<file path="config.mk">
export PLATFORM = sky130hd
export DESIGN_NAME = byte_word_packer
export DESIGN_NICKNAME = d
export VERILOG_FILES = /design/src/rtl/cdc_pkg.sv /design/src/rtl/word_out_reg.sv /design/src/rtl/byte_word_packer.sv
export SDC_FILE = /design/constraint.sdc
export NUM_CORES = 1
export LEC_CHECK = 0
export BUFFER_PORTS_ARGS = -buffer_cell sky130_fd_sc_hd__buf_2
export CAP_MARGIN = 20
export CORE_ASPECT_RATIO = 0.6
export CORE_MARGIN = 8
export CORE_UTILIZATION = 41
export DETAILED_ROUTE_END_ITERATION = 10
export HOLD_SLACK_MARGIN = 0.05
export SKIP_LAST_GASP = 1
export SYNTH_ARGS = -nofsm -noshare
export SYNTH_HDL_FRONTEND = slang
export SYNTH_SLANG_ARGS = --single-unit
</file>
<file path="constraint.sdc">
create_clock -name rdclk -period 2.28 [get_ports rdclk]
set_input_delay 0.456 -clock rdclk [delete_from_list [all_inputs] [get_ports rdclk]]
set_output_delay 0.456 -clock rdclk [all_outputs]
set_load 0.02 [all_outputs]
</file>
<file path="src/rtl/cdc_pkg.sv">
// Shared definitions for the CDC FIFO byte packer/unpacker pair.
// Contents:
//   DEFAULT_FIFO_WIDTH - default width of one FIFO entry (one lane)
//   DEFAULT_LANES      - default number of lanes per packed word
//   MAX_LANES          - largest supported lane count
//   mask_for_count(n)  - mask with the n low bits set
package cdc_pkg;

  localparam int unsigned DEFAULT_FIFO_WIDTH = 8;
  localparam int unsigned DEFAULT_LANES      = 4;
  localparam int unsigned MAX_LANES          = 16;

  function automatic logic [MAX_LANES-1:0] mask_for_count(input int unsigned n);
    logic [MAX_LANES-1:0] m;
    m = '0;
    for (int unsigned i = 0; i < MAX_LANES; i++) begin
      if (i < n) m[i] = 1'b1;
    end
    return m;
  endfunction

endpackage

</file>
<file path="src/rtl/word_out_reg.sv">
// One-entry ready/valid holding register for a data word plus lane mask.
// Ports:
//   i_clk, i_rst  - clock, synchronous active-high reset
//   i_load        - write i_data/i_mask this cycle (caller loads only when o_free)
//   i_data/i_mask - word and lane mask to load
//   i_take        - downstream accepts the held word this cycle
//   o_ready       - register holds a word
//   o_data/o_mask - held word and mask, stable while o_ready && !i_take
//   o_free        - register is empty or draining this cycle
module word_out_reg #(
  parameter int unsigned DW = 32,
  parameter int unsigned MW = 4
) (
  input  logic          i_clk,
  input  logic          i_rst,
  input  logic          i_load,
  input  logic [DW-1:0] i_data,
  input  logic [MW-1:0] i_mask,
  input  logic          i_take,
  output logic          o_ready,
  output logic [DW-1:0] o_data,
  output logic [MW-1:0] o_mask,
  output logic          o_free
);

  logic          r_ready;
  logic [DW-1:0] r_data;
  logic [MW-1:0] r_mask;

  assign o_free  = !r_ready || i_take;
  assign o_ready = r_ready;
  assign o_data  = r_data;
  assign o_mask  = r_mask;

  always_ff @(posedge i_clk) begin
    if (i_rst) begin
      r_ready <= 1'b0;
      r_data  <= '0;
      r_mask  <= '0;
    end else if (i_load) begin
      r_ready <= 1'b1;
      r_data  <= i_data;
      r_mask  <= i_mask;
    end else if (i_take) begin
      r_ready <= 1'b0;
    end
  end

endmodule

</file>
<file path="src/rtl/byte_word_packer.sv">
// Read-side consumer of the CDC FIFO: packs LANES consecutive bytes into one
// little-endian word (lane 0 in the low bits) and holds it for downstream.
// A flush request emits the partially assembled word with a lane mask.
// Ports:
//   rdclk, rst    - FIFO read clock, synchronous active-high reset
//   fifoReady     - FIFO presents a byte on fifoData
//   fifoValid     - packer takes fifoData this cycle
//   fifoData      - FIFO head byte
//   flush         - single-cycle request to emit the partial word
//   wordReady     - output register holds a word
//   wordValid     - downstream accepts the word this cycle
//   wordData      - packed word
//   wordMask      - per-lane valid bits
//   flushPending  - flush latched but not yet emitted
module byte_word_packer
  import cdc_pkg::*;
#(
  parameter int unsigned IN_WIDTH = DEFAULT_FIFO_WIDTH,
  parameter int unsigned LANES    = DEFAULT_LANES,
  parameter int unsigned CNT_MSB  = $clog2(LANES) - 1
) (
  input  logic                      rdclk,
  input  logic                      rst,
  input  logic                      fifoReady,
  output logic                      fifoValid,
  input  logic [IN_WIDTH-1:0]       fifoData,
  input  logic                      flush,
  output logic                      wordReady,
  input  logic                      wordValid,
  output logic [IN_WIDTH*LANES-1:0] wordData,
  output logic [LANES-1:0]          wordMask,
  output logic                      flushPending
);

  localparam int unsigned AW = (LANES - 1) * IN_WIDTH;
  localparam int unsigned CW = CNT_MSB + 1;
  localparam logic [CNT_MSB:0] LAST_LANE = CW'(LANES - 1);

  logic [AW-1:0]    r_asm;
  logic [CNT_MSB:0] r_cnt;
  logic [LANES-2:0] r_asmMask;
  logic             r_flushPending;

  logic                      w_out_free;
  logic                      w_full;
  logic                      w_take;
  logic                      w_emit_full;
  logic                      w_emit_part;
  logic                      w_load;
  logic [CNT_MSB:0]          w_cnt_next;
  logic [AW-1:0]             w_asm_keep;
  logic [IN_WIDTH*LANES-1:0] w_load_data;
  logic [LANES-1:0]          w_load_mask;

  assign w_full    = (r_cnt == LAST_LANE);
  assign fifoValid = !rst
                   && !(w_full && !w_out_free)
                   && !(r_flushPending && (r_cnt != '0) && !w_out_free);
  assign w_take    = fifoReady && fifoValid;

  // A pending partial emit wins over a completing byte: when a flush left
  // cnt at LANES-1, the partial word goes out and the new byte starts lane 0.
  assign w_emit_part = r_flushPending && (r_cnt != '0) && w_out_free;
  assign w_emit_full = w_take && w_full && !w_emit_part;
  assign w_load      = w_emit_part || w_emit_full;

  // Lanes above cnt still hold bytes of an earlier word; blank them for partials.
  always_comb begin
    w_asm_keep = '0;
    for (int unsigned l = 0; l < LANES - 1; l++) begin
      w_asm_keep[l*IN_WIDTH +: IN_WIDTH] = {IN_WIDTH{r_asmMask[l]}};
    end
  end

  always_comb begin
    w_load_data = {fifoData, r_asm};
    w_load_mask = '1;
    if (w_emit_part) begin
      w_load_data = {{IN_WIDTH{1'b0}}, r_asm & w_asm_keep};
      w_load_mask = {1'b0, r_asmMask};
    end
  end

  always_comb begin
    w_cnt_next = r_cnt;
    if (w_emit_part) begin
      w_cnt_next = w_take ? CW'(1) : '0;
    end else if (w_take) begin
      w_cnt_next = w_full ? '0 : r_cnt + CW'(1);
    end
  end

  always_ff @(posedge rdclk) begin
    if (rst) begin
      r_asm          <= '0;
      r_cnt          <= '0;
      r_asmMask      <= '0;
      r_flushPending <= 1'b0;
    end else begin
      r_cnt <= w_cnt_next;
      // A flush seen after this cycle's byte is counted; with nothing left
      // assembled (including a completed word) it has no effect.
      r_flushPending <= (w_cnt_next != '0)
                     && (flush || (r_flushPending && !w_emit_part));
      if (w_emit_part) begin
        r_asmMask <= '0;
        if (w_take) begin
          r_asm[IN_WIDTH-1:0] <= fifoData;
          r_asmMask[0]        <= 1'b1;
        end
      end else if (w_take) begin
        if (w_full) begin
          r_asmMask <= '0;
        end else begin
          for (int unsigned l = 0; l < LANES - 1; l++) begin
            if (r_cnt == CW'(l)) begin
              r_asm[l*IN_WIDTH +: IN_WIDTH] <= fifoData;
              r_asmMask[l]                  <= 1'b1;
            end
          end
        end
      end
    end
  end

  a_no_wrap: assert property (@(posedge rdclk) disable iff (rst)
    !(w_take && w_full && !w_out_free));

  word_out_reg #(
    .DW(IN_WIDTH * LANES),
    .MW(LANES)
  ) u_out (
    .i_clk   (rdclk),
    .i_rst   (rst),
    .i_load  (w_load),
    .i_data  (w_load_data),
    .i_mask  (w_load_mask),
    .i_take  (wordValid),
    .o_ready (wordReady),
    .o_data  (wordData),
    .o_mask  (wordMask),
    .o_free  (w_out_free)
  );

  assign flushPending = r_flushPending;

endmodule

</file>
==> flow_summary.toml, run 1 <==
[placement]
dp_hpwl_um = 4418
placed_area_um2 = 2803
portBuffers = 51
finalWeightedCongestion = 0.8694

[worst_setup_path]
crit_path_end_kind = "primary output"
crit_arrival_ns = 1.71
cp_slowest_stage_delay_ns = 0.39
critPathRequiredTime_ns = 1.82
worstReg2RegStart = "r_cnt[0]"
critPathTopFamily = "flip-flops"
path_buf_inv = 2
criticalPathCategory = "reg2out"
cp_cell_sequence = "inv_1 > ha_1 > nand2b_1 > a21oi_2 > nor2_1 > buf_2"
cpMaxStageDelayCell = "dfxtp_2"
start_kind = "register"
cp-startpoint = "r_cnt[0]"
worstPathMaxFanout = 7

[pwr]
switchingPower_mw = 0.6030
swShare_pct = 24.42
p_seq_share_pct = 49.1
cellPowerDensity_nw_per_um2 = 815.2
combPwrFrac_pct = 7.3
clock_power_share_pct = 43.6
p_leak_nw = 1.231
p_total_mw = 2.469
p_int_mw = 1.866
peakVddDrop_uv = 307.4

[routing]
vias = 1964
ant_nets = 0
drt_iter0_drc = 136
wire_per_inst_um = 15.85
drc_errors = 0
viasPerCell = 4.972
routed_wl_um = 6261
dr.pass1.iters = 4

[clock_network]
numCtsBuffers = 9
clock_latency_ns = 0.34
cts-hold-fix-buffers = 0
h-tree-depth = 3
clk_pin_slew_worst_paths_ns = 0.08
clock-root-buffer = "clkbuf_8"
cts_buffer_depth = 2
cts_sinks = 67
cts_tree = "yes"

[run]
cap_violations = 0

[floorplan]
rows = 22
core-area_um2 = 5973
start_util_pct = 41.41
die_h_um = 76.17
fp.dieW_um = 116.3
num_io_pins = 52
die_area_um2 = 8856

[timing]
setup_viol = 0
fmax_mhz = 461.5
period_minus_slack_ns = 2.167
slew_violations = 0
rsz0062_at_grt = "false"
fin_hold_ws_ns = 0.4026
hold_violations = 0
fin_skew_ns = 0.007622
slew_headroom_pct = 62.72
tns_ns = 0
fin_crit_sh_pct = 95.04
tightest_slew_ns = 0.5579

[global_routing]
grt_max_degree = 35
grt_pass1_wl_um = 10190
antenna_found_initial = 0
grt_usage_pct = 14.99
overflow = 0
grt_pass1_vias = 1942

[layout]
drive_gt1_share_pct = 27.33
final_util_pct = 50.71
area_growth_pct = 22.46
fillCellCount = 595
antennaDiodeCount = 0
final_net_count = 323
fin_area_um2 = 3029

[synthesis]
netlist_instances = 252
synth_common_cells = "dfxtp_1, nand2_1, a21oi_1, a22o_1, nand3_1"
syn_area_per_cell_um2 = 9.816
synth_top_area_share_pct = 54.22
yosys-top-cells-area = "dfxtp_1, a22o_1, a21oi_1"
yosysTopAreaCell = "dfxtp_1"
ys_seq_area_share_pct = 54.22
async_reset_ff_share_pct = 0
ys_warn_count = 0
syn_nets = 269
synth_edf_count = 0
netlist_area_um2 = 2474
yosys_register_bits = 67
synth_most_common_cell = "dfxtp_1"
synth_ff_type = "dfxtp_1"
synth_cell_types = 28

[worst_hold_path]
hp-start = "fifoData[7]"
min_path_type = "in2reg"

[run_status]
status = "completed"
==> repair_timing <==
action                                 CTS  global route
setup buffers                            0             0
resized for setup                        1             2
setup endpoints to repair                1            25
endpoints found under the hold margin    0             0
pin swaps                                0             1
==> layout by cell type (no fill, tap or decap) <==
cell / synthesis / final
dfxtp_1: 67 / 66
buf_2: 4 / 51
nand2_1: 40 / 40
a21oi_1: 31 / 30
a22o_1: 24 / 24
nand3_1: 17 / 17
nor2_1: 15 / 15
mux2i_1: 9 / 9
clkbuf_8: 0 / 9
buf_4: 0 / 5
nand2b_1: 4 / 4
a21oi_4: 4 / 4
ha_1: 4 / 4
inv_1: 3 / 3
o21ai_0: 3 / 3
clkinvlp_4: 0 / 3
and2b_1: 2 / 2
nor3_4: 2 / 2
a31oi_1: 2 / 2
o21ba_2: 2 / 2
nor3_1: 2 / 2
bufinv_16: 0 / 2
clkinv_2: 0 / 2
a21oi_2: 0 / 1
nand2_2: 1 / 1
nor2_4: 0 / 1
nand2_4: 1 / 1
or3_1: 1 / 1
nor3b_1: 1 / 1
o21a_1: 1 / 1
and3_1: 1 / 1
a311oi_1: 1 / 1
dfxtp_2: 0 / 1
==> flip-flops by register name (all words and copies together), names as in the netlist <==
name,flops
r_asmMask,3
r_cnt,2
flushPending,1
u_out.o_data,32
u_out.o_ready,1
r_asm,24
u_out.o_mask,4
==> final cells by class <==
class                           instances  area, um^2  share of cell area [%]
Clock inverter                          7       92.59                   3.057
Clock buffer                            9       123.9                   4.089
Multi-Input combinational cell        169        1061                   35.03
Timing Repair Buffer                   56       292.8                   9.665
Tap cell                               84       105.1                   3.470
Inverter                                3       11.26                  0.3717
Sequential cell                        67        1343                   44.32
==> worst min-delay path: stages <==
cell     delay (ns)
buf_2          0.13
nand2_1        0.06
a21oi_1        0.05
==> metrics by stage <==
stage	setup WS [ns]	std cells
4_1_cts	0.008232	395
5_1_grt	0.01266	395
3_3_place_gp	0.06166	379
6_report	0.1131	395
2_1_floorplan	0.4461	252
3_5_place_dp	0.05653	379
==> worst paths after layout <==
| kind | cells past startpoint | slack [ns] | end |
|---|---|---|---|
| setup / recovery | 6 | 0.11 | fifoValid |
| hold / removal | 3 | 0.40 | u_out.o_data[31] |
| setup reg to reg | 8 | 0.30 | flushPending |
| hold reg to reg | 2 | 0.46 | r_asm[16] |
==> per-layer routing <==
metal	vias to the layer above	part of all wire, %	track usage, %
met5	-	0	0
met4	0	0.57	4.762
met3	5	7.2	6.329
met2	52	41	19.99
met1	912	51	20.93
li1	995	-	-
==> kinds of logic after synthesis <==
kind of cell / after synthesis / synth area share (%)
mux: 9 / 3.642
simple gates: 88 / 16.89
fa+ha+maj: 4 / 2.023
buf+inv: 16 / 3.237
compound gates: 68 / 19.98
flops: 67 / 54.22
==> power by group through the flow <==
stage	sequential [mW]	clock, mW	combinational, mW
after detailed placement	1.24	0	0.179
after floorplan	1.24	0	0.117
after CTS	1.21	1.10	0.180
after global placement	1.24	0	0.179
final	1.21	1.08	0.180
after global routing	1.22	1.16	0.198
Note: power is estimated with default switching activity, not from simulation.
==> run 2, diff against run 1 <==
--- a/config.mk
+++ b/config.mk
@@ -12,6 +12,7 @@
 export CORE_UTILIZATION = 41
 export DETAILED_ROUTE_END_ITERATION = 10
 export HOLD_SLACK_MARGIN = 0.05
+export PLACE_DENSITY_LB_ADDON = 0.15
 export SKIP_LAST_GASP = 1
 export SYNTH_ARGS = -nofsm -noshare
 export SYNTH_HDL_FRONTEND = slang
==> constraint.sdc (replaced) <==
create_clock -name rdclk -period 2.36 [get_ports rdclk]
set_input_delay 0.472 -clock rdclk [delete_from_list [all_inputs] [get_ports rdclk]]
set_output_delay 0.472 -clock rdclk [all_outputs]
set_load 0.02 [all_outputs]
==> run 2 against run 1 <==
- cell count is 0.51% lower
- power is 12% lower
- largest power group unchanged
- core utilization is 0.82 points lower
- combinational power decreased by 3%
- wire length is 0.94% higher
- via count decreased by 1.0%
- die area stayed put
- largest cell class unchanged
- highest routed layer unchanged
- design area fell by 1.6%
==> flow_summary.toml, run 2 (synthesized netlist as in run 1, its figures left out) <==
[run_status]
status = "completed"

[layout]
layout_common_cells = "dfxtp_1, buf_2, nand2_1"
final_net_count = 323
layout_commonest_cell = "dfxtp_1"
final_util_pct = 49.90
fillCellCount = 596
drive_gt1_share_pct = 26.54
final_cells = 393
area_growth_pct = 20.49
antennaDiodeCount = 0
largest_register_ffs = 32

[timing]
slew_headroom_pct = 61.37
tns_ns = 0
fin_skew_ns = 0.003527
hold_violations = 0
setup_viol = 0
slew_violations = 0
rsz0062_at_grt = "false"
fin_crit_sh_pct = 93.06
tightest_slew_ns = 0.5781
fmax_mhz = 455.3
period_minus_slack_ns = 2.196

[pwr]
cellPowerDensity_nw_per_um2 = 726.5
p_total_mw = 2.165
p_leak_nw = 1.214
peakVddDrop_uv = 351.9

[worst_setup_path]
reg2regPathDepth = 8
start_kind = "register"
crit_path_end_kind = "primary output"
r2r_setup_slack_ns = 0.21
worstReg2RegStart = "r_cnt[1]"
timing.rr.end = "flushPending"
crit_arrival_ns = 1.72
critPathRequiredTime_ns = 1.89
worstPathMaxFanout = 4
criticalPathCategory = "reg2out"

[floorplan]
rows = 22
fp.dieW_um = 116.3
start_util_pct = 41.41
die_h_um = 76.17
num_io_pins = 52
die_area_um2 = 8856
core-area_um2 = 5973

[run]
cap_violations = 0

[clock_network]
cts_tree = "yes"
h-tree-depth = 3
numCtsBuffers = 9
clock_latency_ns = 0.33
cts_setup_buffers = 0
clk_pin_slew_worst_paths_ns = 0.07
cts_buffer_depth = 2
clock-root-buffer = "clkbuf_8"
cts_sinks = 67

[routing]
vias = 1944
drc_errors = 0
ant_nets = 0
drt_iter0_drc = 150
wire_per_inst_um = 16.08
dr.pass1.iters = 4
routed_wl_um = 6320
viasPerCell = 4.947

[global_routing]
grt_pass1_wl_um = 10420
grt_usage_pct = 15.24
grt_pass1_vias = 1930
antenna_found_initial = 0
overflow = 0
grt_max_degree = 35

[worst_hold_path]
hold_depth = 3
min_path_type = "in2reg"
hp-start = "fifoData[7]"
holdPathEnd = "r_asm[15]"

[placement]
place_inst = 379
dp_hpwl_um = 4470
portBuffers = 51
finalWeightedCongestion = 0.9126
-- run 2: changes by cell type in the layout (fill, tap and decap cells not counted), sizes merged --
cell / previous run / this run
clkinvlp: 3 / 1
clkbuf: 9 / 12
bufinv: 2 / 0
clkinv: 2 / 1
-- run 2: how the worst max path moves through the flow --
stage	startpoint	to	slack (ns)	cells after the start
finish	r_cnt[1]	fifoValid	0.16	6
global route	r_cnt[1]	fifoValid	0.05	6
CTS	r_cnt[0]	fifoValid	0.08	6
detailed placement	r_cnt[0]	u_out.o_data[13]	-0.08	7
global placement	r_cnt[0]	u_out.o_data[9]	0.06	7
floorplan	r_cnt[0]	u_out.o_data[3]	0.53	8
-- run 2: final cells by class --
type / count / area [um^2] / share of cell area (%)
inverters: 3 / 11.26 / 0.3778
multi-input cells: 169 / 1061 / 35.60
well taps: 84 / 105.1 / 3.526
flip-flops and latches: 67 / 1343 / 45.05
clock inverters: 2 / 12.51 / 0.4198
repair buffers: 56 / 292.8 / 9.824
clock buffers: 12 / 155.1 / 5.206
-- run 2: metrics by stage --
step	hold slack [ns]	instance area [um^2]	setup WS [ns]
2_1_floorplan	0.4360	2474	0.5261
3_3_place_gp	0.4406	2803	0.06010
3_5_place_dp	0.4463	2803	-0.08290
4_1_cts	0.4216	2979	0.08076
5_1_grt	0.4166	2980	0.04738
6_report	0.4353	2980	0.1637
-- run 2: report_power, final --
group          switching, mW  internal [mW]  leakage (nW)  total [mW]
Sequential            0.0184           1.16         0.542        1.17
Clock                  0.391          0.425        0.0843       0.816
Combinational          0.117         0.0582         0.588       0.175
-- run 2: what timing repair did --
item                                    4_1_cts  5_1_grt
endpoints found under the setup margin       25        1
hold buffers                                  0        0
pin swaps                                     0        0
resized for setup                             2        1
-- run 2: per-layer routing --
layer | up-vias | GRT usage (%) | part of all wire (%)
li1 | 990 | - | -
met1 | 883 | 21.29 | 50
met2 | 65 | 20.85 | 41
met3 | 6 | 7.041 | 9.0
met4 | 0 | 2.703 | 0.47
met5 | - | 0 | 0
-- run 2: worst max-delay path, stage by stage, from the launching register on --
cell	delay, ns
dfxtp_1	0.40
inv_1	0.10
ha_1	0.22
nand2b_1	0.19
a21oi_2	0.26
nor2_1	0.06
buf_2	0.17
==> run 3, diff against run 2 <==
==> constraint.sdc (replaced) <==
create_clock -name rdclk -period 2.36 [get_ports rdclk]
set_input_delay 0 -clock rdclk [delete_from_list [all_inputs] [get_ports rdclk]]
set_output_delay 0 -clock rdclk [all_outputs]
set_load 0.02 [all_outputs]
==> run 3 against run 2 <==
- count of clock-buffer cells in the layout unchanged
- critical path depth increased by 2
- die area unchanged
- cell count increased by 3.1%
- clock power increased by 1%
- clock skew increased by 0.0058 ns
- via count increased by 1.1%
- core utilization increased by 1.6 points
- wire length decreased by 1.0%
- sequential share of layout area decreased by 1.5 points
- global-route usage decreased by 0.84 points
- power increased by 0.75%
- critical path type is now reg2reg
==> flow_summary.toml, run 3 (synthesized netlist as in run 1, its figures left out) <==
[clock_network]
clock-root-buffer = "clkbuf_8"
cts_sinks = 67
clk_pin_slew_worst_paths_ns = 0.06
h-tree-depth = 3
cts_buffer_depth = 2
clock_latency_ns = 0.34
cts_tree = "yes"
numCtsBuffers = 9
cts_setup_buffers = 0

[routing]
drc_errors = 0
ant_nets = 0
viasPerCell = 4.854
routed_wl_um = 6254
dr.pass1.iters = 4
vias = 1966
wire_per_inst_um = 15.44
drt_iter0_drc = 116

[global_routing]
grt_max_degree = 36
grt_usage_pct = 14.40
overflow = 0
grt_pass1_vias = 1878
antenna_found_initial = 0
grt_pass1_wl_um = 9839

[pwr]
p_leak_nw = 1.259
peakVddDrop_uv = 356.3
p_total_mw = 2.181
cellPowerDensity_nw_per_um2 = 709.0

[timing]
fin_skew_ns = 0.009293
rsz0062_at_grt = "false"
setup_viol = 0
tightest_slew_ns = 0.5764
fmax_mhz = 488.7
slew_violations = 0
hold_violations = 0
tns_ns = 0
fin_crit_sh_pct = 86.70
period_minus_slack_ns = 2.046
slew_headroom_pct = 61.48

[run_status]
status = "completed"

[floorplan]
num_io_pins = 52
fp.dieW_um = 116.3
start_util_pct = 41.41
core-area_um2 = 5973
rows = 22
die_h_um = 76.17
die_area_um2 = 8856

[worst_setup_path]
criticalPathCategory = "reg2reg"
crit_arrival_ns = 2.25
critPathRequiredTime_ns = 2.57
worstPathMaxFanout = 9
start_kind = "register"
crit_path_end_kind = "register"

[layout]
multiInputGateArea_um2 = 1057
drive_gt1_share_pct = 25.55
largest_register_ffs = 32
final_util_pct = 51.51
antennaDiodeCount = 0
final_net_count = 333
area_growth_pct = 24.38
seq_area_um2 = 1341
fin_area_um2 = 3077
final_cells = 405
layout_commonest_cell = "dfxtp_1"
layout_common_cells = "dfxtp_1, buf_2, nand2_1"
fillCellCount = 586

[placement]
portBuffers = 51
finalWeightedCongestion = 0.8222
place_inst = 380
placed_area_um2 = 2810
dp_hpwl_um = 4422

[run]
cap_violations = 0

[worst_hold_path]
min_path_type = "in2reg"
run 3: stage by stage:
stage | hold slack, ns | setup WS (ns)
2_1_floorplan | 0.1360 | 0.5261
3_3_place_gp | 0.2962 | 0.2401
3_5_place_dp | 0.3107 | 0.1957
4_1_cts | 0.09127 | 0.1837
5_1_grt | 0.1187 | 0.1333
6_report | 0.1128 | 0.3138
run 3: worst paths after layout:
path	start	to	slack (ns)	cells after the start
min reg2reg	r_asm[14]	r_asm[14]	0.46	2
max	r_cnt[0]	r_asm[0]	0.31	8
min	fifoReady	r_cnt[0]	0.11	4
max reg2reg	r_cnt[0]	r_asm[0]	0.31	8
run 3: timing repair:
| action | 4_1_cts | 5_1_grt |
|---|---|---|
| setup endpoints to repair | 0 | 1 |
| hold buffers | 9 | 0 |
| gates resized for setup | 0 | 1 |
| endpoints found under the hold margin | 33 | 0 |
run 3: final cells by class:
type / instances / share of cell area, %
clock inverter: 4 / 0.8540
multi-input combinational: 169 / 34.36
clock buffer: 12 / 4.717
timing repair buffer: 66 / 12.69
inverter: 3 / 0.3660
tap: 84 / 3.416
sequential: 67 / 43.60
run 3: layer usage:
metal	GRT usage, %	wire, um	vias up
li1	-	-	1007
met3	5.934	447	4
met2	18.95	2447	46
met5	0	0	-
met4	4.247	39	0
met1	20.54	3320	909
run 3: report_power, final:
part,internal [mW],switching (mW),leakage (nW)
combinational,0.0684,0.116,0.632
sequential,1.15,0.0179,0.541
clock,0.409,0.416,0.0863
run 3: worst max-delay path, stage by stage, from the launching register on:
cell and delay (ns):
dfxtp_1 0.43, inv_1 0.09, ha_1 0.23, and2b_1 0.29, nand2_2 0.08, buf_4 0.18, a21oi_4 0.34, mux2i_1 0.23
nor2_1 0.05
